## config.mk

```make
export PLATFORM = sky130hd
export DESIGN_NAME = mod_n_counter_chain_flat
export DESIGN_NICKNAME = d
export VERILOG_FILES = /design/src/rtl/mod_n_counter_chain_if.sv /design/src/rtl/mod_n_counter_chain.sv /design/src/flat_wrapper.sv
export SDC_FILE = /design/constraint.sdc
export NUM_CORES = 1
export LEC_CHECK = 0
export CORE_MARGIN = 1.5
export CORE_UTILIZATION = 42
export DETAILED_ROUTE_END_ITERATION = 6
export HOLD_SLACK_MARGIN = 0.06
export PLACE_DENSITY = 0.75
export SYNTH_ARGS = -nofsm -noshare
export SYNTH_HDL_FRONTEND = slang
export SYNTH_SLANG_ARGS = --single-unit
```

## constraint.sdc

```tcl
create_clock -name clk -period 2.24 [get_ports clk]
set_clock_uncertainty 0.1 [all_clocks]
set_input_delay 0.56 -clock clk [delete_from_list [all_inputs] [get_ports clk]]
set_output_delay 0.56 -clock clk [all_outputs]
set_load 0.05 [all_outputs]
```

## src/rtl/mod_n_counter_chain_if.sv

```systemverilog
// Control and count bundle for the cascaded mod-N counter chain.
// The master drives the controls; the counter (slave) returns count and status.
interface mod_n_counter_chain_if #(
    parameter int WIDTH  = 4,
    parameter int DIGITS = 2
);
    logic                    en;
    logic                    up_dn;
    logic                    hold_tc;
    logic                    load;
    logic [DIGITS*WIDTH-1:0] load_val;
    logic [DIGITS*WIDTH-1:0] q;
    logic                    tc;
    logic                    wrap;
    logic                    done;
    logic                    load_err;

    modport master (
        output en, up_dn, hold_tc, load, load_val,
        input  q, tc, wrap, done, load_err
    );

    modport slave (
        input  en, up_dn, hold_tc, load, load_val,
        output q, tc, wrap, done, load_err
    );
endinterface

```

## src/rtl/mod_n_counter_chain.sv

```systemverilog
// Fully synchronous chain of DIGITS cascaded mod-MODULUS digits with
// up/down count, sanitising parallel load, one-shot hold and cascade outputs.
module mod_n_counter_chain #(
    parameter int MODULUS = 10,
    parameter int WIDTH   = 4,
    parameter int DIGITS  = 2
) (
    input logic                  clk,
    input logic                  clear,
    mod_n_counter_chain_if.slave bus
);
    localparam logic [WIDTH-1:0] MAX   = WIDTH'(MODULUS - 1);
    localparam logic [WIDTH:0]   MOD_W = (WIDTH+1)'(MODULUS);

    logic [DIGITS-1:0][WIDTH-1:0] count_q, count_d;
    logic                         wrap_q, wrap_d;
    logic                         done_q, done_d;
    logic                         load_err_q, load_err_d;
    logic [DIGITS-1:0]            at_max, at_zero;
    logic                         term;
    logic                         carry;

    always_comb begin
        at_max  = '0;
        at_zero = '0;
        for (int i = 0; i < DIGITS; i++) begin
            at_max[i]  = (count_q[i] == MAX);
            at_zero[i] = (count_q[i] == '0);
        end
    end

    assign term = bus.up_dn ? (&at_max) : (&at_zero);

    always_comb begin
        count_d    = count_q;
        wrap_d     = 1'b0;
        done_d     = done_q;
        load_err_d = 1'b0;
        carry      = 1'b1;
        if (clear) begin
            count_d = '0;
            done_d  = 1'b0;
        end else if (bus.load) begin
            done_d = 1'b0;
            for (int i = 0; i < DIGITS; i++) begin
                if ({1'b0, bus.load_val[i*WIDTH +: WIDTH]} >= MOD_W) begin
                    count_d[i] = '0;
                    load_err_d = 1'b1;
                end else begin
                    count_d[i] = bus.load_val[i*WIDTH +: WIDTH];
                end
            end
        end else if (bus.en) begin
            if (term && bus.hold_tc) begin
                done_d = 1'b1;
            end else begin
                // Stepping from terminal rolls every digit, which is the wrap.
                done_d = 1'b0;
                wrap_d = term;
                for (int i = 0; i < DIGITS; i++) begin
                    if (carry) begin
                        if (bus.up_dn)
                            count_d[i] = at_max[i] ? '0 : count_q[i] + WIDTH'(1);
                        else
                            count_d[i] = at_zero[i] ? MAX : count_q[i] - WIDTH'(1);
                    end
                    carry = carry & (bus.up_dn ? at_max[i] : at_zero[i]);
                end
            end
        end
    end

    always_ff @(posedge clk) begin
        if (clear) begin
            count_q    <= '0;
            wrap_q     <= 1'b0;
            done_q     <= 1'b0;
            load_err_q <= 1'b0;
        end else begin
            count_q    <= count_d;
            wrap_q     <= wrap_d;
            done_q     <= done_d;
            load_err_q <= load_err_d;
        end
    end

    assign bus.q        = count_q;
    assign bus.tc       = bus.en & term & ~bus.load & ~clear;
    assign bus.wrap     = wrap_q;
    assign bus.done     = done_q;
    assign bus.load_err = load_err_q;
endmodule

```

## src/flat_wrapper.sv

```systemverilog
// flat-port wrapper written by rule: the top's interface ports become plain ports
module mod_n_counter_chain_flat 
#(
    parameter int MODULUS = 10,
    parameter int WIDTH   = 4,
    parameter int DIGITS  = 2
)
  (clk, clear, bus_en, bus_up_dn, bus_hold_tc, bus_load, bus_load_val, bus_q, bus_tc, bus_wrap, bus_done, bus_load_err);
  mod_n_counter_chain_if #(.WIDTH(WIDTH), .DIGITS(DIGITS)) bus_i ();
  input logic clk;
  input logic clear;
  input wire logic [$bits(bus_i.en)-1:0] bus_en;
  input wire logic [$bits(bus_i.up_dn)-1:0] bus_up_dn;
  input wire logic [$bits(bus_i.hold_tc)-1:0] bus_hold_tc;
  input wire logic [$bits(bus_i.load)-1:0] bus_load;
  input wire logic [$bits(bus_i.load_val)-1:0] bus_load_val;
  output wire logic [$bits(bus_i.q)-1:0] bus_q;
  output wire logic [$bits(bus_i.tc)-1:0] bus_tc;
  output wire logic [$bits(bus_i.wrap)-1:0] bus_wrap;
  output wire logic [$bits(bus_i.done)-1:0] bus_done;
  output wire logic [$bits(bus_i.load_err)-1:0] bus_load_err;
  assign bus_i.en = bus_en;
  assign bus_i.up_dn = bus_up_dn;
  assign bus_i.hold_tc = bus_hold_tc;
  assign bus_i.load = bus_load;
  assign bus_i.load_val = bus_load_val;
  assign bus_q = bus_i.q;
  assign bus_tc = bus_i.tc;
  assign bus_wrap = bus_i.wrap;
  assign bus_done = bus_i.done;
  assign bus_load_err = bus_i.load_err;
  mod_n_counter_chain #(.MODULUS(MODULUS), .WIDTH(WIDTH), .DIGITS(DIGITS)) u_core (.clk(clk), .clear(clear), .bus(bus_i));
endmodule
```

Word level (Yosys, flattened, before mapping)
Index checks and enable logic that the tools add are counted.
- flip-flop bits (word level): 11
- bits of input ports: 14
- output and inout port bits: 12
- word-level logic and storage cells: 49
- add/subtract/negate cells: 4
- magnitude comparators: 2
- eq/ne operators: 3
- mux-type cells: 17
- bitwise logic cells: 6
- reductions and logical operators: 12
- operators by type and width (operator ; count):
    $mux W4 ; 9
    $mux W8 ; 3
    $add A4 B1 Y4 const B ; 2
    $eq A4 B4 Y1 const B ; 2
    $ge A4 B4 Y1 const B ; 2
    $logic_not A4 Y1 ; 2
    $sub A4 B1 Y4 const B ; 2
    $reduce_and A2 Y1 ; 3
    $mux W1 ; 5
    $reduce_bool A2 Y1 ; 2
    $reduce_or A2 Y1 ; 2
    $reduce_or A4 Y1 ; 1
    $and A1 B1 Y1 ; 3
    $not A1 Y1 ; 3
    $reduce_and A3 Y1 ; 1
    $ne A2 B2 Y1 const B ; 1
    $logic_and A1 B1 Y1 ; 1

Depth between registers and ports, before layout
- word-level depth: 7
- depth in mapped cells: 7
- mapped depth without buffers: 5

Worst setup path before layout
OpenSTA, ideal clock, no wires.
- kind: register to output
- start point: reg u_core.count_q (netlist bit u_core.bus.q[3])
- end point: out bus_tc
- arrival: 2.206 ns
- setup slack: -0.626 ns
- cell stages (with the launch flop): 6
- cell sequence: dfxtp_1 clkbuf_2 nand4b_1 nor3_1 nor2_1 nor2_1
- cells in the longest elaborated chain, start to end: 6
- elaborated cells between the ends (all ways): 8
- those cells by class: 1 x eq/ne; 1 x mux; 3 x bitwise; 3 x reduce/logical
- RTL lines (element ; RTL line ; RTL):
    start, declared ; mod_n_counter_chain.sv:15 ; logic [DIGITS-1:0][WIDTH-1:0] count_q, count_d;
    start signal, assigned ; mod_n_counter_chain.sv:80 ; count_q <= count_d;
    $eq A4 B4 Y1 / $logic_not A4 Y1 (equally long branches) ; mod_n_counter_chain.sv:27, mod_n_counter_chain.sv:28 ;
    $reduce_and A2 Y1 ; mod_n_counter_chain.sv:32 ; assign term = bus.up_dn ? (&at_max) : (&at_zero);
    $mux W1 * ; mod_n_counter_chain.sv:32 ;
    $and A1 B1 Y1 * (3 in series) ; mod_n_counter_chain.sv:88 ; assign bus.tc = bus.en & term & ~bus.load & ~clear;
    end, declared ; flat_wrapper.sv:18 ; output wire logic [$bits(bus_i.tc)-1:0] bus_tc;
Every way passes the cells marked *; elsewhere a longest branch is shown, timed or not.

Final worst setup path
- start point: reg u_core.count_q (netlist bit u_core.bus.q[0])
- end point: out bus_tc
The elaborated chain is that of the path after synthesis.

==> impl_metrics.tcl <==
set metrics [dict create \
    status "finished, violations left" \
    violations "negative setup slack" \
    crit_end "bus_tc" \
    ff_latch_area_um2 224 \
    grt.overflow.total 0 \
    period_needed_ps 2320 \
    vias_per_cell 5.56 \
    dieHeight_um 48.8 \
    synth_compound_area_share_pct 31.4 \
    drcViolationCount 0 \
    synth_warnings 0 \
    startpoint "u_core.bus.q[0]" \
    peakVddDrop_v 0.000306 \
    drv_slew 0 \
    nets 168 \
    crit_path_start_kind "flip-flop" \
    max_slew.worst_pin.slew_ps 531 \
    slew_headroom_pct 64.6 \
    leakagePower_nw 0.492 \
    criticalPathCategory "reg2out" \
    detail_route.first_pass.iterations 4 \
    synthXorXnorAreaFrac_pct 5.97 \
    synth_flop_cell "dfxtp_1" \
    synthAdderAreaFrac_pct 0 \
    clkSinkCount 11 \
    reg2reg_to "u_core.bus.q[6]" \
    grtUsageTotal_pct 22.0 \
    finalCritPeriodShare_pct 104 \
    grt_pass1_vias 961 \
    netlist_instances 118 \
    maxCapViolations 0 \
    drive_gt1_share_pct 26.8 \
    cp-end-kind "primary output" \
    cts_buffer_depth 2 \
    die_w_um 48.8 \
    die_area_um2 2380 \
    path_max_fanout 2 \
    hold_class "reg2reg" \
    synth.distinct_cells 41 \
    hold_path_startpoint "u_core.bus.done" \
    start_util_pct 44.8 \
    grt_max_degree 17 \
    synthesis.area_um2 880 \
    muxShareOfSynthArea_pct 1.14 \
    ant_nets 0 \
    ys_ff_latch 11 \
    synthSimpleGateAreaFrac_pct 27.7 \
    num_rows 16 \
    async_reset_ff_share_pct 0 \
    p_per_area_nw_per_um2 478 \
    wl_mm 2.43 \
    core_area_um2 1960 \
    numCtsBuffers 3 \
    antennaDiodeCount 0 \
    place.gp.congestion 0.825 \
    hold_viol 0 \
    most-common-layout-cells "23 x buf_4, 16 x clkdlybuf4s50_1, 10 x nand2_1, 9 x o21ai_0" \
    antenna_found_initial 0 \
    num_vias 1000 \
    power_w 0.000621 \
    synth_edf_count 0 \
    final_common_cell "buf_4" \
    cts_tree "built" \
    cts_max_level 1 \
    routedWlPerCell_um 13.5 \
    cp.arrival_ps 1660 \
    multi_input_area_um2 628 \
    io_buffers 25 \
    postCtsHoldBufs 0 \
    drt_iter0_drc 17 \
    r2r-start "u_core.bus.q[0]" \
    worstPathRequired_ps 1580 \
    max_freq_ghz 0.431 \
    clock_latency_ps 270 \
    setup_violations 1 \
    setup_slack_ps -82.4 \
    ys_seq_area_share_pct 25.0 \
    nFillCells 184 \
    synth_top_family_by_area "compound AO/OA/AOI/OAI gates" \
    cts.clk_slew.worst_paths_ps 80 \
    tns_ps -82.4 \
    area_growth_syn_to_layout_pct 47.8 \
    num_io_pins 26 \
    grt_pass1_wl_mm 4.17 \
    r2r_setup_slack_ps 0 \
    rr_worst_depth 6 \
    rsz0062_at_grt "yes" \
    synth_fp_nets 132 \
    syn_area_per_cell_um2 7.45 \
    root_buffer "clkbuf_4" \
    hpwl_mm 1.82 \
]
## cells by family after synthesis
logic type | Yosys count
simple gates | 46
mux | 1
xor+xnor | 6
buf+inv | 18
flops | 11
compound gates | 36
## flip-flops by register name, summed over array words and instances, names as in the netlist
signal and flops:
u_core.bus.load_err 1, u_core.bus.done 1, u_core.bus.wrap 1, u_core.bus.q 8
## what timing repair did
item | in CTS | in global routing
endpoints found under the setup margin | 8 | 3
hold endpoints to repair | 0 | 0
buffers inserted | 2 | 0
pin swaps | 7 | 9
gates resized for setup | 9 | 0
## where the power goes
part	switching [W]	internal [W]
clock	0.0000734	0.0000689
sequential	0.0000111	0.000207
combinational	0.000145	0.000116
total	0.000229	0.000392
## worst min path at each step
stage,to,slack (ps),cells after the start
finish,u_core.bus.done,450,2
global route,u_core.bus.done,490,2
detailed placement,u_core.bus.done,440,2
CTS,u_core.bus.done,450,2
floorplan,u_core.bus.wrap,540,1
global placement,u_core.bus.done,400,2
## synth_stat cells, types with 2 or more instances
| library cell | number | share of area [%] |
|---|---|---|
| a211oi_1 | 2 | 1.7 |
| a21oi_1 | 8 | 4.6 |
| a221o_1 | 2 | 2.3 |
| a22o_1 | 2 | 2.0 |
| buf_1 | 2 | 0.85 |
| clkbuf_1 | 6 | 2.6 |
| dfxtp_1 | 11 | 25 |
| inv_1 | 8 | 3.4 |
| nand2_1 | 10 | 4.3 |
| nand3_1 | 4 | 2.3 |
| nand4b_1 | 2 | 2.0 |
| nor2_1 | 10 | 4.3 |
| nor3_1 | 8 | 4.6 |
| o211ai_1 | 2 | 1.7 |
| o21ai_0 | 9 | 5.1 |
| o31a_1 | 2 | 2.0 |
| or4_1 | 2 | 1.7 |
| xnor2_1 | 5 | 5.0 |
## through the flow
step | hold slack [ps] | cell area, um2 | setup WS (ps) | cells | utilization (%)
final | 447 | 1300 | -82.4 | 180 | 66.3
after global routing | 488 | 1300 | -135 | 180 | 66.3
after floorplan | 539 | 917 | -90.0 | 118 | -
after CTS | 452 | 1300 | -117 | 180 | 66.3
after global placement | 397 | 1240 | -376 | 174 | 63.3
after detailed placement | 438 | 1240 | -431 | 174 | 63.3
## cell type report
type,count,area share [%]
Clock buffer,4,2.02
Inverter,8,2.31
Tap cell,27,2.60
Sequential cell,11,17.2
Multi-Input combinational cell,89,48.3
Timing Repair Buffer,41,27.5
## critical path, cell delays in order, from the launching register on
cell	delay [ps]
dfxtp_2	330
or4_4	550
nor3_4	210
nor2_4	60
nor2_4	100
buf_12	140
## layer usage
| layer | up-vias | GRT usage [%] | share of wire (%) |
|---|---|---|---|
| met4 | 0 | 5.71 | 0.74 |
| li1 | 504 | - | - |
| met5 | - | 0 | 0 |
| met2 | 23 | 39.3 | 49 |
| met3 | 4 | 5.25 | 3.8 |
| met1 | 469 | 26.1 | 46 |
Note: power is estimated with default switching activity, not from simulation.
